$ cat config.mk
export PLATFORM = sky130hd
export DESIGN_NAME = alu_share_arbiter
export DESIGN_NICKNAME = d
export VERILOG_FILES = /design/src/rtl/alu_share_arbiter.sv
export SDC_FILE = /design/constraint.sdc
export NUM_CORES = 1
export LEC_CHECK = 0
export CAP_MARGIN = 10
export CORE_AREA = 2 2 177 179
export DETAILED_ROUTE_END_ITERATION = 7
export DIE_AREA = 0 0 179 181
export HOLD_SLACK_MARGIN = 0.06
export PLACE_DENSITY_LB_ADDON = 0.2
export SYNTH_ARGS = -nofsm -noshare
export SYNTH_HDL_FRONTEND = slang
export SYNTH_SLANG_ARGS = --single-unit
export TNS_END_PERCENT = 50
$ cat constraint.sdc
create_clock -name clk -period 2.9 [get_ports clk]
set_input_delay 0.58 -clock clk [delete_from_list [all_inputs] [get_ports clk]]
set_output_delay 0.58 -clock clk [all_outputs]
set_load 0.1 [all_outputs]
$ cat src/rtl/alu_share_arbiter.sv
// Round-robin front end that time-shares one external MIPS ALU among NREQ requesters.
// 64-bit ADD runs as two chained 32-bit passes, with the carry passed through alu_cin.
module alu_share_arbiter #(
    parameter int NREQ = 2,
    parameter int IDW  = $clog2(NREQ)
) (
    input  logic                 clk,
    input  logic                 rst_n,
    input  logic [NREQ-1:0]      req_valid,
    output logic [NREQ-1:0]      req_ready,
    input  logic [NREQ*6-1:0]    req_op,
    input  logic [NREQ-1:0]      req_wide,
    input  logic [NREQ*64-1:0]   req_a,
    input  logic [NREQ*64-1:0]   req_b,
    output logic                 rsp_valid,
    input  logic                 rsp_ready,
    output logic [IDW-1:0]       rsp_id,
    output logic [63:0]          rsp_res,
    output logic                 rsp_zero,
    output logic                 rsp_ovf,
    output logic                 rsp_cout,
    output logic                 rsp_err,
    output logic [3:0]           alu_ctl,
    output logic [31:0]          alu_a,
    output logic [31:0]          alu_b,
    output logic                 alu_cin,
    input  logic [31:0]          alu_res,
    input  logic                 alu_zero,
    input  logic                 alu_ovf,
    input  logic                 alu_cout
);

    localparam logic [5:0] F_ADD  = 6'h20;
    localparam logic [5:0] F_SUB  = 6'h22;
    localparam logic [5:0] F_AND  = 6'h24;
    localparam logic [5:0] F_OR   = 6'h25;
    localparam logic [5:0] F_XOR  = 6'h26;
    localparam logic [5:0] F_NOR  = 6'h27;
    localparam logic [5:0] F_SLT  = 6'h2A;
    localparam logic [5:0] F_NOOP = 6'h2C;

    localparam logic [3:0] C_AND  = 4'h0;
    localparam logic [3:0] C_OR   = 4'h1;
    localparam logic [3:0] C_ADD  = 4'h2;
    localparam logic [3:0] C_XOR  = 4'h3;
    localparam logic [3:0] C_SUB  = 4'h6;
    localparam logic [3:0] C_SLT  = 4'h7;
    localparam logic [3:0] C_NOR  = 4'hC;
    localparam logic [3:0] C_NOOP = 4'hF;

    typedef enum logic [1:0] {S_IDLE, S_EXEC_LO, S_EXEC_HI, S_RESP} state_t;

    state_t          r_state;
    logic [IDW-1:0]  r_rr_ptr;
    logic            r_wide;
    logic [31:0]     r_a_hi;
    logic [31:0]     r_b_hi;
    logic [31:0]     r_lo_res;
    logic            r_lo_zero;
    logic            r_rsp_valid;
    logic [IDW-1:0]  r_rsp_id;
    logic [63:0]     r_rsp_res;
    logic            r_rsp_zero;
    logic            r_rsp_ovf;
    logic            r_rsp_cout;
    logic            r_rsp_err;
    logic [3:0]      r_alu_ctl;
    logic [31:0]     r_alu_a;
    logic [31:0]     r_alu_b;
    logic            r_alu_cin;

    logic            w_gnt_any;
    logic [IDW-1:0]  w_gnt_id;
    logic [NREQ-1:0] w_gnt_oh;
    logic [5:0]      w_sel_op;
    logic            w_sel_wide;
    logic [63:0]     w_sel_a;
    logic [63:0]     w_sel_b;
    logic [3:0]      w_dec_ctl;
    logic            w_dec_legal;
    logic            w_bad;

    // Scan from the highest distance down so the requester nearest rr_ptr wins.
    always_comb begin : grant_scan
        logic [IDW:0] w_idx;
        w_gnt_any = 1'b0;
        w_gnt_id  = '0;
        w_idx     = '0;
        for (int k = NREQ - 1; k >= 0; k--) begin
            w_idx = {1'b0, r_rr_ptr} + (IDW+1)'(k);
            if (w_idx >= (IDW+1)'(NREQ))
                w_idx = w_idx - (IDW+1)'(NREQ);
            if (req_valid[w_idx[IDW-1:0]]) begin
                w_gnt_any = 1'b1;
                w_gnt_id  = w_idx[IDW-1:0];
            end
        end
    end

    always_comb begin
        w_gnt_oh = '0;
        if (rst_n && (r_state == S_IDLE) && w_gnt_any)
            w_gnt_oh[w_gnt_id] = 1'b1;
    end

    always_comb begin
        w_sel_op   = '0;
        w_sel_wide = 1'b0;
        w_sel_a    = '0;
        w_sel_b    = '0;
        for (int i = 0; i < NREQ; i++) begin
            if (w_gnt_id == IDW'(i)) begin
                w_sel_op   = req_op[6*i +: 6];
                w_sel_wide = req_wide[i];
                w_sel_a    = req_a[64*i +: 64];
                w_sel_b    = req_b[64*i +: 64];
            end
        end
    end

    always_comb begin
        w_dec_ctl   = C_NOOP;
        w_dec_legal = 1'b1;
        case (w_sel_op)
            F_ADD:   w_dec_ctl = C_ADD;
            F_SUB:   w_dec_ctl = C_SUB;
            F_AND:   w_dec_ctl = C_AND;
            F_OR:    w_dec_ctl = C_OR;
            F_XOR:   w_dec_ctl = C_XOR;
            F_NOR:   w_dec_ctl = C_NOR;
            F_SLT:   w_dec_ctl = C_SLT;
            F_NOOP:  w_dec_ctl = C_NOOP;
            default: w_dec_legal = 1'b0;
        endcase
    end

    assign w_bad = !w_dec_legal || (w_sel_wide && (w_sel_op != F_ADD));

    always_ff @(posedge clk or negedge rst_n) begin
        if (!rst_n) begin
            r_state     <= S_IDLE;
            r_rr_ptr    <= '0;
            r_wide      <= 1'b0;
            r_a_hi      <= '0;
            r_b_hi      <= '0;
            r_lo_res    <= '0;
            r_lo_zero   <= 1'b0;
            r_rsp_valid <= 1'b0;
            r_rsp_id    <= '0;
            r_rsp_res   <= '0;
            r_rsp_zero  <= 1'b0;
            r_rsp_ovf   <= 1'b0;
            r_rsp_cout  <= 1'b0;
            r_rsp_err   <= 1'b0;
            r_alu_ctl   <= C_NOOP;
            r_alu_a     <= '0;
            r_alu_b     <= '0;
            r_alu_cin   <= 1'b0;
        end else begin
            case (r_state)
                S_IDLE: begin
                    if (w_gnt_any) begin
                        r_rsp_id <= w_gnt_id;
                        r_rr_ptr <= (w_gnt_id == IDW'(NREQ - 1)) ? '0 : w_gnt_id + 1'b1;
                        r_wide   <= w_sel_wide;
                        r_a_hi   <= w_sel_a[63:32];
                        r_b_hi   <= w_sel_b[63:32];
                        if (w_bad || (w_dec_ctl == C_NOOP)) begin
                            // Error and NOOP skip the ALU and answer with a fixed result.
                            r_state     <= S_RESP;
                            r_rsp_valid <= 1'b1;
                            r_rsp_res   <= '0;
                            r_rsp_zero  <= 1'b1;
                            r_rsp_ovf   <= 1'b0;
                            r_rsp_cout  <= 1'b0;
                            r_rsp_err   <= w_bad;
                        end else begin
                            r_state   <= S_EXEC_LO;
                            r_alu_ctl <= w_dec_ctl;
                            r_alu_a   <= w_sel_a[31:0];
                            r_alu_b   <= w_sel_b[31:0];
                            r_alu_cin <= 1'b0;
                        end
                    end
                end
                S_EXEC_LO: begin
                    if (r_wide) begin
                        r_state   <= S_EXEC_HI;
                        r_lo_res  <= alu_res;
                        r_lo_zero <= alu_zero;
                        r_alu_ctl <= C_ADD;
                        r_alu_a   <= r_a_hi;
                        r_alu_b   <= r_b_hi;
                        r_alu_cin <= alu_cout;
                    end else begin
                        r_state     <= S_RESP;
                        r_rsp_valid <= 1'b1;
                        r_rsp_res   <= {32'd0, alu_res};
                        r_rsp_zero  <= alu_zero;
                        r_rsp_ovf   <= alu_ovf;
                        r_rsp_cout  <= alu_cout;
                        r_rsp_err   <= 1'b0;
                        r_alu_ctl   <= C_NOOP;
                        r_alu_cin   <= 1'b0;
                    end
                end
                S_EXEC_HI: begin
                    r_state     <= S_RESP;
                    r_rsp_valid <= 1'b1;
                    r_rsp_res   <= {alu_res, r_lo_res};
                    r_rsp_zero  <= r_lo_zero & alu_zero;
                    r_rsp_ovf   <= alu_ovf;
                    r_rsp_cout  <= alu_cout;
                    r_rsp_err   <= 1'b0;
                    r_alu_ctl   <= C_NOOP;
                    r_alu_cin   <= 1'b0;
                end
                S_RESP: begin
                    if (rsp_ready) begin
                        r_state     <= S_IDLE;
                        r_rsp_valid <= 1'b0;
                    end
                end
                default: r_state <= S_IDLE;
            endcase
        end
    end

    assign req_ready = w_gnt_oh;
    assign rsp_valid = r_rsp_valid;
    assign rsp_id    = r_rsp_id;
    assign rsp_res   = r_rsp_res;
    assign rsp_zero  = r_rsp_zero;
    assign rsp_ovf   = r_rsp_ovf;
    assign rsp_cout  = r_rsp_cout;
    assign rsp_err   = r_rsp_err;
    assign alu_ctl   = r_alu_ctl;
    assign alu_a     = r_alu_a;
    assign alu_b     = r_alu_b;
    assign alu_cin   = r_alu_cin;

endmodule

==> flow_summary.json <==
{
  "status": "finished clean",
  "drt-pass1-iter-count": 4,
  "die_h_um": 181,
  "ant_nets": 0,
  "synth_cells": 1110,
  "die_area_um2": 32400,
  "grt_first_pass_wirelength_um": 59680,
  "fp-row-count": 64,
  "synth_compound_area_frac": 0.1081,
  "synth_xor_area_frac": 0,
  "slew_headroom": 0.3540,
  "clkTransAtPathRegs_ns": 0.06,
  "synth-adder-area-share": 0.005189,
  "via_per_inst": 5.031,
  "pwr-share-clk": 0.158,
  "internal_power_mw": 12.42,
  "syn-num-nets": 1425,
  "wl_per_cell_um": 19.19,
  "grt_max_degree": 107,
  "post-cts-setup-buffers": 0,
  "worst_slew_pin_slew_ns": 0.9690,
  "vias": 10051,
  "clock.fmax_mhz": 357.0,
  "cts_buffer_depth": 3,
  "ys_top_cells_by_area": "dfrtp_1 (49%), mux2i_1 (8.4%), mux2_4 (7.5%)",
  "report.final.slew_viol_count": 0,
  "cp.arrival_ns": 3.22,
  "cts_sinks": 240,
  "syn_area_per_cell_um2": 10.86,
  "r2r-start": "r_rr_ptr$_DFFE_PN0P_",
  "insertion_delay_ns": 0.55,
  "start_util": 0.3973,
  "async_reset_ff_frac": 1.000,
  "synth_top_family_by_area": "multiplexers",
  "wirelength_um": 38340,
  "hold_viol_final": 0,
  "place_hpwl_um": 28140,
  "nets": 1892,
  "ys_warn_count": 0,
  "die_x_um": 179,
  "switching_share": 0.5018,
  "dpl_worst_slack_ns": -0.4523,
  "synth.largest_area_cell": "dfrtp_1",
  "switchingPower_mw": 12.51,
  "synth_edf_count": 0,
  "power_frac_seq": 0.235,
  "syn_area_um2": 12060,
  "synthFlopType": "dfrtp_1",
  "root_buffer": "clkbuf_16",
  "setup_violations": 0,
  "synthSimpleGateAreaFrac": 0.1132,
  "grt_pass1_vias": 10637,
  "critical_path_class": "in2reg",
  "power_mw": 24.92,
  "critical_path_required_ns": 3.32,
  "reg2reg_depth": 7,
  "cts.htree.levels": 1,
  "drc_errors": 0,
  "hp-class": "in2async",
  "crit_path_end_kind": "flip-flop",
  "grt_use_total": 0.2363,
  "grt.overflow.total": 0,
  "portBuffers": 450,
  "r2r_end": "alu_a[14]$_DFFE_PN0P_",
  "io_pins": 451,
  "period_minus_slack_ns": 2.801,
  "numCtsBuffers": 28,
  "drive_above_1_share": 0.2452,
  "rsz0062_at_grt": "false",
  "synthMuxAreaShare": 0.2277,
  "cts_tree": "done",
  "drtIter0Drc": 564,
  "p_comb_frac": 0.607,
  "rrSetupSlack_ns": 0.33,
  "worstPathMaxFanout": 18,
  "core-area_um2": 30350,
  "finalCritPeriodShare": 0.9659,
  "p_leak_nw": 8.623,
  "synth.distinct_cells": 50,
  "areaGrowthSynthToFinish_pct": 49.92,
  "grt_antenna_before_repair": 3,
  "clock_skew_ns": 0.01516,
  "peakVddDrop_v": 0.0007089,
  "ys_seq_area_frac": 0.4985,
  "start_kind": "primary input",
  "ys_ff_latch": 240,
  "maxCapViolCount": 0,
  "gp_congestion": 0.8267,
  "synth.top_cell.area_share": 0.4898,
  "fin_ws_ns": 0.09892,
  "power_density_nw_per_um2": 1379
}
[worst max-delay path by stage]
stage                                        to                   start  slack, ns  cells past startpoint
after CTS                 alu_b[15]$_DFFE_PN0P_              req_op[11]       0.10                      8
after floorplan                    req_ready[0]  r_state[0]$_DFFE_PN0P_       0.11                      8
final                     alu_a[14]$_DFFE_PN0P_              req_op[11]        0.1                      8
after global routing       alu_b[0]$_DFFE_PN0P_              req_op[11]       0.02                      8
after detailed placement   alu_b[0]$_DFFE_PN0P_              req_op[11]      -0.45                      8
after global placement    alu_a[11]$_DFFE_PN0P_              req_op[11]      -0.44                      8
[metal layers]
layer  up-vias  global-route usage  wire (um)
met4         0             0.05984        763
li1       4775                   -          -
met5         -                   0          0
met2       318              0.4155      19510
met3        54             0.05219       2803
met1      4904              0.2913      15250
[power by group through the flow]
stage / clock [mW] / sequential [mW] / combinational [mW]
final: 3.93 / 5.85 / 15.1
after global routing: 4.17 / 6.04 / 16.0
after CTS: 4.02 / 5.85 / 15.3
after floorplan: 0 / 11.7 / 5.68
after global placement: 0 / 5.81 / 15.1
after detailed placement: 0 / 5.86 / 15.3
[state kept, by name, indices dropped and copies added, names as in the netlist, 2 cells and up]
register  count
alu_a        32
alu_b        32
alu_ctl       4
r_a_hi       32
r_b_hi       32
r_lo_res     32
r_state       2
rsp_res      64
[Yosys cell counts, drive strengths merged, types with 5 or more instances]
cell	number
clkbuf	56
nor2b	37
inv	45
a21oi	8
o21ai	72
nand2b	5
dfrtp	236
a211oi	5
buf	21
ha	5
mux2i	101
nand2	233
mux2	134
a22oi	97
nor2	12
[what timing repair did]
action / in CTS / in global routing
gates resized for setup: 0 / 1
hold buffers: 1 / 0
endpoints found under the hold margin: 12 / 0
setup endpoints to repair: 0 / 20
[per-stage QoR]
step / setup TNS, ns / instances / hold slack, ns / util / area [um^2]
after global placement: -34.25 / 1942 / 0.4121 / 0.5604 / 17010
after global routing: 0 / 1998 / 0.4430 / 0.5956 / 18070
final: 0 / 1998 / 0.4428 / 0.5956 / 18070
after CTS: 0 / 1995 / 0.4309 / 0.5950 / 18060
after floorplan: 0 / 1110 / 0.2844 / - / 12060
after detailed placement: -34.94 / 1942 / 0.4123 / 0.5604 / 17010
[cells in the final DEF (no fill, tap or decap), drive strengths merged, types with 2 or more instances in the layout]
master / n
a211oi: 5
a21o: 3
a21oi: 8
a22oi: 97
and2b: 2
and3: 2
buf: 205
bufinv: 6
clkbuf: 36
clkdlybuf4s50: 308
clkinv: 8
clkinvlp: 2
dfrtp: 236
dfstp: 4
diode: 3
ha: 5
inv: 45
mux2: 134
mux2i: 101
nand2: 233
nand2b: 5
nand3: 4
nor2: 12
nor2b: 37
nor3b: 3
nor4: 2
o21ai: 72
o22ai: 4
or3: 4
or4: 2
[layout make-up]
cell class / count / area (um^2)
clock inverter: 16 / 239.0
fill: 2571 / 12270
antenna: 3 / 7.507
clock buffer: 36 / 802.0
tap: 396 / 495.5
multi-input combinational: 748 / 5549
timing repair buffer: 514 / 4802
sequential: 240 / 6011
inverter: 45 / 168.9
[logic make-up (layout without fill, tap and decap cells)]
| kind of cell | Yosys count | in the layout |
|---|---|---|
| buffers and inverters | 122 | 611 |
| other | 0 | 3 |
| and+or+nand+nor | 312 | 312 |
| AOI/OAI and AO/OA | 196 | 196 |
| adders and majority gates | 5 | 5 |
| DFF | 240 | 240 |
| muxes | 235 | 235 |
[worst max-delay path: stages]
cell             delay (ns)
clkdlybuf4s50_1        0.50
or3b_1                 0.48
nor4_4                 0.26
a32o_2                 0.19
a211oi_2               0.05
or4_4                  0.63
buf_12                 0.22
mux2_4                 0.31
Note: power is estimated with default switching activity, not from simulation.
